`src/rtl/gray_sync_decode.sv`:
```
// Resynchronises a Gray-coded count from a foreign clock domain, decodes it to binary,
// and reports the per-sample increment, a change qualifier and a sticky Gray-step error.
module gray_sync_decode #(
  parameter int unsigned IN_DATA_WIDTH = 4,
  parameter int unsigned SYNC_STAGES   = 2
) (
  input  logic                     clk,
  input  logic                     rst,
  input  logic [IN_DATA_WIDTH-1:0] gray_in,
  input  logic                     clr_err,
  output logic [IN_DATA_WIDTH-1:0] gray_out,
  output logic [IN_DATA_WIDTH-1:0] binary_out,
  output logic [IN_DATA_WIDTH-1:0] delta_out,
  output logic                     change_pulse,
  output logic                     step_err
);

  localparam int unsigned W = IN_DATA_WIDTH;
  localparam int unsigned S = SYNC_STAGES;

  logic [W-1:0] sync_q [S];
  logic [W-1:0] sync_d [S];
  logic [W-1:0] gray_out_q, gray_out_d;
  logic [W-1:0] binary_out_q, binary_out_d;
  logic [W-1:0] delta_out_q, delta_out_d;
  logic         change_pulse_q, change_pulse_d;
  logic         step_err_q, step_err_d;

  logic [W-1:0] gs;
  logic [W-1:0] gs_bin;
  logic [W-1:0] step_diff;
  logic         multi_bit;

  // Gray to binary: each binary bit is the XOR of all Gray bits at or above it.
  function automatic logic [W-1:0] g2b(input logic [W-1:0] g);
    logic [W-1:0] b;
    b        = '0;
    b[W-1]   = g[W-1];
    for (int i = int'(W) - 2; i >= 0; i--) begin
      b[i] = b[i+1] ^ g[i];
    end
    return b;
  endfunction

  // Pure flop chain: no logic between synchroniser stages.
  always_comb begin
    sync_d[0] = gray_in;
    for (int i = 1; i < int'(S); i++) begin
      sync_d[i] = sync_q[i-1];
    end
  end

  assign gs        = sync_q[S-1];
  assign gs_bin    = g2b(gs);
  assign step_diff = gs ^ gray_out_q;
  // More than one bit set iff clearing the lowest set bit leaves something behind.
  assign multi_bit = |(step_diff & (step_diff - W'(1)));

  always_comb begin
    gray_out_d     = gs;
    binary_out_d   = gs_bin;
    delta_out_d    = gs_bin - binary_out_q;
    change_pulse_d = |step_diff;
    step_err_d     = step_err_q;
    // A new violation takes priority over a clear in the same cycle.
    if (multi_bit) begin
      step_err_d = 1'b1;
    end else if (clr_err) begin
      step_err_d = 1'b0;
    end
  end

  always_ff @(posedge clk) begin
    if (rst) begin
      for (int i = 0; i < int'(S); i++) begin
        sync_q[i] <= '0;
      end
      gray_out_q     <= '0;
      binary_out_q   <= '0;
      delta_out_q    <= '0;
      change_pulse_q <= 1'b0;
      step_err_q     <= 1'b0;
    end else begin
      for (int i = 0; i < int'(S); i++) begin
        sync_q[i] <= sync_d[i];
      end
      gray_out_q     <= gray_out_d;
      binary_out_q   <= binary_out_d;
      delta_out_q    <= delta_out_d;
      change_pulse_q <= change_pulse_d;
      step_err_q     <= step_err_d;
    end
  end

  assign gray_out     = gray_out_q;
  assign binary_out   = binary_out_q;
  assign delta_out    = delta_out_q;
  assign change_pulse = change_pulse_q;
  assign step_err     = step_err_q;

endmodule

```
`config.mk`:
```
export PLATFORM = sky130hd
export DESIGN_NAME = gray_sync_decode
export DESIGN_NICKNAME = d
export VERILOG_FILES = /design/src/rtl/gray_sync_decode.sv
export SDC_FILE = /design/constraint.sdc
export NUM_CORES = 1
export LEC_CHECK = 0
export ABC_AREA = 1
export BUFFER_PORTS_ARGS = -buffer_cell sky130_fd_sc_hd__buf_4
export CORE_UTILIZATION = 30
export CTS_CLUSTER_DIAMETER = 80
export DETAILED_ROUTE_END_ITERATION = 8
export HOLD_SLACK_MARGIN = 0.05
export PLACE_DENSITY = 0.53
export SLEW_MARGIN = 20
export SYNTH_ARGS = -nofsm -noshare
export SYNTH_HDL_FRONTEND = slang
export SYNTH_SLANG_ARGS = --single-unit
```
`constraint.sdc`:
```
create_clock -name clk -period 4.1 [get_ports clk]
set_input_delay 0.41 -clock clk [delete_from_list [all_inputs] [get_ports clk]]
set_output_delay 0.41 -clock clk [all_outputs]
set_load 0.01 [all_outputs]
```
==> impl_summary.md, run 1 <==
Detailed routing
After detailed routing, the total wire length is around 1500 um. The count of antenna-violating nets left after detailed routing is 0. The detail-routed net length per standard cell is 8.477 um. The first-pass iteration count of the detailed router is 6. The final route contains just over 700 vias. The first routing iteration left 6 violations. In the routed layout, each cell is associated on average with a via count of 4.163. The number of remaining DRC errors is 2.

Logic synthesis
The proportion of synthesized chip area in sequential cells is 46.60%. Synthesis produced a netlist whose cell count is 120. Averaged over all synthesized cells, the footprint is 7.518 sq um. The number of nets in the synthesized netlist is 131. The cell area that synthesis handed to floorplanning was 902.1 sq um.

The number of distinct library cells after synthesis is 16. Yosys printed 0 warnings. The flop and latch count out of synthesis is 21.

Final layout
Summing all flip-flop and latch instances after layout gives 420.4 sq um. The number of antenna repair diodes is 0. The fraction of layout cells with a size suffix above 1 is 24.11%. The most common cell after layout, fill and taps aside is nand2_1. The library cells used most frequently in the layout, excluding fill and tap cells, are 34 x nand2_1, 21 x nor2_1, 21 x dfxtp_1. After the last flow step, the layout net total stands at 153. Summing all multi-input logic gate instances after layout gives 380.4 sq um. The filler cell count is about 300.

After routing the design area is 1102 sq um. Compared with the post-synthesis result, the final layout area differs by 22.19%.

CTS
The H-tree depth is 1. The clock latency on the worst-skew pair is 0.30 ns. The number of resized instances in the post-cts repair step is 0. The CTS tree is done. The cts-stage hold buffer count is 0. The number of setup buffers added after CTS is 0. After clock tree synthesis, the clock-pin slew on the worst setup and hold paths is 0.11 ns. The number of buffers added by the clock tree synthesis step is 3. The tree built by TritonCTS fans out to 21 sinks. The root buffer cell chosen for the clock tree is clkbuf_4.

The maximum clock path buffer count is 2.

Worst setup path
At the worst endpoint, the arrival time is 2.05 ns. The worst path buffer plus inverter count is 1. In this run the register-to-register setup slack is 2.25 ns.

The critical path goes through nand2_1 -> nand2_4 -> nand2_4 -> nand2_4 -> nand2_4 -> nand2_1 -> inv_1 -> ha_1 -> fa_1 -> xor2_1 -> nor2_1. The startpoint identified for the worst register-to-register timing path is sync_q[0][7]$_SDFF_PP0_. In this design, the largest share of critical-path delay is due to adder cells. The capture instance of the worst register-to-register path is delta_out[2]$_SDFF_PP0_. The category of the worst setup path capture point is a flop.

The worst setup path is launched from a flop. The cell type of the slowest stage on the worst timing path is dfxtp_1. The most numerous cell on the critical path is nand2_4. The stage delay of the slowest cell on the critical path is 0.42 ns.

The most critical setup path has its startpoint at sync_q[0][7]$_SDFF_PP0_. The critical path is of the reg -> reg type. The top fanout value on the critical path is 4. At the worst endpoint, the required time is ~4.3 ns. Measured in cells, the most critical reg-to-reg path has a length of 11.

Flow run
Across the run, the number of max-cap violations was 0.

Power
The static leakage is around 0.58 nW. In this run the power density over the cells is 355.1 nW/um^2. IR analysis of the VDD net gives a maximum drop of 0.1407 mV.

STA
The largest clock skew in the final design is 0.004760 ns. For the pin with the worst max-slew slack, the measured transition is approximately 0.23 ns. Headroom to the max-slew limit came out at 84.82%. The shortest period the worst path allows is 1.851 ns. The period utilization is 45.15%. Setup violations remaining at the end of the flow were counted as 0.

Setup repair after global routing left no endpoint under its margin. The count of endpoints failing hold in the final timing report is 0. The final max-slew violation count came to 0. The setup TNS is 0 ns.

Timing would allow up to 540.2 MHz.

Die
The initial core utilization is approximately 32%. The die covers 3230 sq um. The core region area is between 2000 and 3000 sq um. In this run the vertical extent of the chip is approximately 57 um.

The number of primary I/O pins is 21. The initialized floorplan defines 19 standard-cell rows. The die is 56.84 um wide.

Placement
The placed instances occupy a cell area of around 1100 sq um. Detailed placement ended at an HPWL of roughly 1100 um. The last weighted congestion value of the routability-driven placer is 0.7250. Input and output buffers added on the ports amount to 20.

Global routing
The first-pass GRT wire length is 2587 um. The largest net degree at the start of global routing is 22. The via count of the first global-routing pass came to between 600 and 700. In the global route stage, overall resource usage came out at 10.41%. The initial antenna violation count came to 0. The total congestion overflow is 0.

Min path
The path with the worst hold slack has its endpoint at sync_q[0][2]$_SDFF_PP0_. The origin of the worst min-delay path is gray_in[2]. The path class of the tightest hold or removal check is in -> reg. The worst hold path was traced through 3 stages.

Outcome
The flow ran to the end, but the final reports show violations. The final reports fail on design-rule violations.
## per-layer routing
metal / track usage (%) / wire [um] / vias up
met5: 0 / 0 / -
met4: 7.317 / 32 / 0
met3: 2.074 / 55 / 4
met2: 16.84 / 679 / 13
met1: 12.27 / 691 / 313
li1: - / - / 386
## registers in the layout, indices dropped and copies added (netlist names)
register and count:
step_err 1, binary_out 3, sync_q 8, change_pulse 1, delta_out 4, gray_out 4
## layout make-up
cell class	instances	area share, %
sequential	21	38.14
multi-input combinational	73	34.51
timing repair buffer	20	13.62
inverter	23	7.832
tap	31	3.519
clock buffer	4	2.384
## per-stage QoR
stage / util [%] / hold WS [ns] / total power [mW] / std cells / worst slack [ns]
after floorplan: - / 0.3883 / 0.2729 / 120 / 2.397
after global placement: 38.36 / 0.3898 / 0.2983 / 168 / 2.318
after detailed placement: 38.36 / 0.3940 / 0.2993 / 168 / 2.268
after CTS: 39.30 / 0.2921 / 0.4000 / 172 / 2.249
after global routing: 39.30 / 0.3016 / 0.4159 / 172 / 2.116
final: 39.30 / 0.3012 / 0.3915 / 172 / 2.249
## tightest hold or removal path, stage by stage
cell and delay [ns]:
buf_4 0.07, inv_1 0.03, nor2_1 0.06
## synth_stat cells (all sizes together)
cell type | count | area share (%)
xor2 | 1 | 0.97
nand3 | 4 | 2.8
dfxtp | 21 | 47
ha | 3 | 4.2
nand3b | 1 | 0.83
fa | 1 | 2.2
a21oi | 3 | 2.1
buf | 1 | 0.83
nand2 | 39 | 20
clkbuf | 2 | 0.83
inv | 23 | 9.6
nor2 | 21 | 8.7
## power by group
group	total, mW	internal [mW]	switching, mW
clock	0.0981	0.0379	0.0602
sequential	0.224	0.217	0.00671
combinational	0.0692	0.0327	0.0365
total	0.391	0.288	0.103
## cells by family after synthesis
family,count (synthesis),share of synthesized area [%]
AO/OA/AOI/OAI,3,2.081
XOR/XNOR,1,0.9711
adder cells (fa/ha/maj),4,6.381
buffers and inverters,26,11.23
flip-flops,21,46.60
AND/OR/NAND/NOR,65,32.73
## how the worst max path moves through the flow
| stage | cells after the start | slack, ns | end |
|---|---|---|---|
| 3_5_place_dp | 11 | 2.27 | delta_out[2]$_SDFF_PP0_ |
| 2_1_floorplan | 11 | 2.40 | delta_out[2]$_SDFF_PP0_ |
| 4_1_cts | 11 | 2.25 | delta_out[2]$_SDFF_PP0_ |
| 6_report | 11 | 2.25 | delta_out[2]$_SDFF_PP0_ |
| 5_1_grt | 11 | 2.12 | delta_out[2]$_SDFF_PP0_ |
| 3_3_place_gp | 11 | 2.32 | delta_out[2]$_SDFF_PP0_ |
(Power assumes the default switching activity.)
==> run 2: changes to the inputs <==
Settings changed: ABC_AREA 1 to 0, PLACE_DENSITY 0.53 to 0.55.
Clock period 4.1 ns to 1.6 ns, I/O delays scaled along.
==> impl_summary.md, run 2 <==
Outcome
Result of the run: finished, violations left (unchanged). Violated checks: negative setup slack (was design-rule violations).

Die
The core region area came to 2477 sq um (was 2805 sq um). The die footprint is 2811 sq um (was 3230 sq um). The placement row count is 18 (was 19). The initial core utilization is 31.52% (was 32.16%). The width of the die came to 53.02 um (was 56.84 um). The die boundary height is 53.02 um (was 56.84 um).

The number of primary I/O pins is 21 (unchanged).

STA
The slew at the pin closest to its max-slew limit is 0.3904 ns (was 0.2276 ns). The highest clock frequency the design can meet is 575.7 MHz (was 540.2 MHz). Setup repair after global routing missed its margin: yes (was no). The final-layout worst hold slack is 0.06533 ns (was 0.3012 ns). The max-slew headroom at the worst pin came to 73.78% (was 84.82%).

The final max-slew violation count was 0 (unchanged). The shortest period the worst path allows is 1.737 ns (was 1.851 ns). The period utilization is 108.6% (was 45.15%). The number of endpoints failing setup at the final stage is 3 (was 0). The count of endpoints failing hold in the final timing report came to 0 (unchanged). The largest clock skew in the final design came to 0.008073 ns (was 0.004760 ns). The worst setup slack after layout is -0.1369 ns (was 2.249 ns).

Placement
The post-place setup slack is -0.2029 ns (was 2.268 ns). The number of cells after detailed placement is 122 (was 168). The number of I/O port buffers is 20 (unchanged). The placed instance area is 1001 sq um (was 1076 sq um). The last weighted congestion value of the routability-driven placer was 0.7316 (was 0.7250). The estimated wirelength of the detail-placed design is 877.9 um (was 1115 um).

Final layout
The total number of nets in the final design came to 112 (was 153). The number of antenna repair diodes is 0 (unchanged). The post-route standard cell area excluding fillers was 1062 sq um (was 1102 sq um). The most common cell after layout, fill and taps aside is buf_4 (was nand2_1). The number of flip-flops under the largest register name is 8 (unchanged).

The filler cell count came to 263 (was 299). The area added between synthesis and finish is 36.06% (was 22.19%). The most flop-heavy register was sync_q (unchanged). The fraction of layout cells with a size suffix above 1 is 42.00% (was 24.11%). Most frequent cells in the layout: 29 x buf_4, 19 x dfxtp_1, 14 x nor2b_1 (was 34 x nand2_1, 21 x nor2_1, 21 x dfxtp_1). The final cell count without fillers is 130 (was 172).

Logic synthesis
The net count after synthesis is 80 (was 131). The area share of the largest cell type after synthesis came to 53.85% (was 46.60%). Top post-synthesis cells by count: 21 x dfxtp_1, 14 x nor2b_1, 5 x nor2_1 (was 34 x nand2_1, 21 x dfxtp_1, 21 x nor2_1). The Yosys warning count is 0 (unchanged). The count of flip-flops with a built-in enable after synthesis is 0 (unchanged). The mapped cell area came to 780.7 sq um (was 902.1 sq um). The async set-reset flop share out of synthesis is 0% (unchanged). The largest area contributor in the netlist is dfxtp_1 (unchanged). The flip-flop cell with the highest count after synthesis is dfxtp_1 (unchanged).

The synthesized netlist cell count is 69 (was 120). The flop and latch count out of synthesis is 21 (unchanged). The proportion of synthesized chip area in sequential cells is 53.85% (was 46.60%). Leading post-synthesis cells by cell area: dfxtp_1 54%, nor2b_1 11%, ha_1 4.8%, xor2_2 4.2%, xor2_1 3.4% (was dfxtp_1 47%, nand2_1 14%, nor2_1 8.7%, inv_1 7.9%, nand2_4 6.2%).

The number of distinct library cells after synthesis is 22 (was 16). The most frequently used cell type in the post-synthesis netlist is dfxtp_1 (was nand2_1). The post-synthesis average cell area is 11.32 sq um (was 7.518 sq um).

CTS
The clock slew seen by the registers of the worst setup and hold paths is 0.12 ns (was 0.11 ns). The clock latency on the worst-skew pair is 0.30 ns (about the same). The CTS tree was done (unchanged).

The H-tree depth is 1 (unchanged). The maximum clock path buffer count is 2 (unchanged). The count of clock tree sinks was 21 (unchanged). The number of buffers added by the clock tree synthesis step is 3 (unchanged). The clock root buffer master is clkbuf_4 (unchanged).

Global routing
The initial antenna violation count came to 0 (unchanged). The total global-route track usage was 10.32% (was 10.41%). The largest net degree at the start of global routing is 22 (unchanged).

The first-pass GRT wire length was 2007 um (was 2587 um). The via count of the first global-routing pass is 520 (was 664). The total congestion overflow was 0 (unchanged).

Power
The static leakage is 0.4799 nW (was 0.5831 nW). The logic gate share of total power is 19.9% (was 17.7%). The internal portion of total power is 0.7784 mW (was 0.2881 mW). The sequential fraction of design power is 55.7% (was 57.3%).

The net switching power is 0.2588 mW (was 0.1034 mW). The clock power share is 24.4% (was 25.1%). The switching fraction of total power is 24.96% (was 26.42%). The maximum resistive drop on vdd is 0.6568 mV (was 0.1407 mV). The power density relative to cell area is 976.4 nW/um^2 (was 355.1 nW/um^2).

Detailed routing
The count of antenna-violating nets left after detailed routing is 0 (unchanged). The routed via count divided by cell count is 4.015 (was 4.163). The number of remaining DRC errors is 0 (was 2). The count of routing violations after the opening detailed-route iteration is 2 (was 6). The vias after detailed routing came to 522 (was 716).

The detail-routed net length per standard cell is 9.054 um (was 8.477 um). The total wire length is 1177 um (was 1458 um). The first-pass iteration count of the detailed router was 2 (was 6).

Worst setup path
The worst path required time came to 1.85 ns (was 4.29 ns). The stage delay of the slowest cell on the critical path is 0.42 ns (about the same). The category of the worst setup path capture point is a flop (unchanged). The worst path arrival time came to 1.99 ns (was 2.05 ns). The most numerous cell on the critical path is xor2_2 (was nand2_4). Critical-path cell list: xor2_2 -> xnor2_2 -> xor2_2 -> ha_2 -> fa_2 -> nor2_1 (was nand2_1 -> nand2_4 -> nand2_4 -> nand2_4 -> nand2_4 -> nand2_1 -> inv_1 -> ha_1 -> fa_1 -> xor2_1 -> nor2_1). The kind of critical path is reg -> reg (unchanged). The type of origin of the critical path is a flop (unchanged). The cell type of the slowest stage on the worst timing path is fa_2 (was dfxtp_1). The top fanout value on the critical path is 4 (unchanged).

Min path
The worst min-delay path category is in -> reg (unchanged).

Flow run
The max-capacitance violation count was 0 (unchanged).
==> run 2: cell types whose count changed after synthesis, sizes merged, moves of 2 or more <==
cell / previous run / this run
buf: 1 / 3
clkbuf: 2 / 0
inv: 23 / 4
nand2: 39 / 0
nand3: 4 / 0
nor2: 21 / 6
nor2b: 0 / 15
xnor2: 0 / 3
xor2: 1 / 5
==> run 2: path summary, 6_finish.rpt <==
path                            from  cells after the start  slack [ns]                      end
max          sync_q[0][7]$_SDFF_PP0_                      6       -0.14  delta_out[1]$_SDFF_PP0_
min                       gray_in[0]                      2        0.07  sync_q[0][0]$_SDFF_PP0_
max reg2reg  sync_q[0][7]$_SDFF_PP0_                      6       -0.14  delta_out[1]$_SDFF_PP0_
min reg2reg  sync_q[0][2]$_SDFF_PP0_                      1        0.45  sync_q[0][6]$_SDFF_PP0_
==> run 2: layout make-up <==
type,instances,area [sq um],share of cell area [%]
Tap cell,30,37.54,3.534
Sequential cell,21,422.9,39.81
Timing Repair Buffer,30,227.7,21.44
Clock buffer,4,26.28,2.473
Inverter,4,15.01,1.413
Multi-Input combinational cell,41,332.8,31.33
==> run 2: critical path, delay by kind of cell (launching register included) <==
kind                     cells  cell delay [ns]
XOR/XNOR                     3             0.60
adder cells (fa/ha/maj)      2             0.63
AND/OR/NAND/NOR              1             0.10
flip-flops                   1             0.35
==> run 2: repair_timing <==
action | 4_1_cts | 5_1_grt
endpoints found under the hold margin | 0 | 1
gates cloned | 0 | 0
endpoints found under the setup margin | 3 | 3
resized for setup | 0 | 1
buffers inserted | 3 | 0
hold buffers | 0 | 1
pin swaps | 4 | 1
==> run 2: cell families after synthesis <==
logic type,Yosys count,share of synthesized area (%)
adder cells (fa/ha/maj),5,8.655
flip-flops,21,53.85
AO/OA/AOI/OAI,5,3.686
buffers and inverters,7,4.807
XOR/XNOR,8,11.86
AND/OR/NAND/NOR,23,17.15
==> run 2: per-layer routing <==
metal | part of all wire [%] | up-vias | global-route usage [%] | wire (um)
li1 | - | 273 | - | -
met1 | 43 | 230 | 10.28 | 511
met2 | 49 | 19 | 18.78 | 572
met3 | 7.8 | 0 | 6.034 | 92
met4 | 0 | 0 | 1.316 | 0
met5 | 0 | - | 0 | 0
==> run 2: power by group through the flow <==
| stage | Sequential [mW] | Clock (mW) | Combinational (mW) |
|---|---|---|---|
| 4_1_cts | 0.578 | 0.269 | 0.207 |
| 2_1_floorplan | 0.604 | 0 | 0.0954 |
| 5_1_grt | 0.582 | 0.295 | 0.234 |
| 3_5_place_dp | 0.590 | 0 | 0.195 |
| 6_report | 0.578 | 0.253 | 0.206 |
| 3_3_place_gp | 0.589 | 0 | 0.193 |
==> run 2: metrics by stage <==
stage	total power, mW	TNS, ns	util (%)
2_1_floorplan	0.6993	-0.4480	-
3_3_place_gp	0.7823	-0.4395	40.40
3_5_place_dp	0.7852	-0.5649	40.40
4_1_cts	1.054	-0.4467	42.37
5_1_grt	1.111	-0.8079	42.88
6_report	1.037	-0.3584	42.88
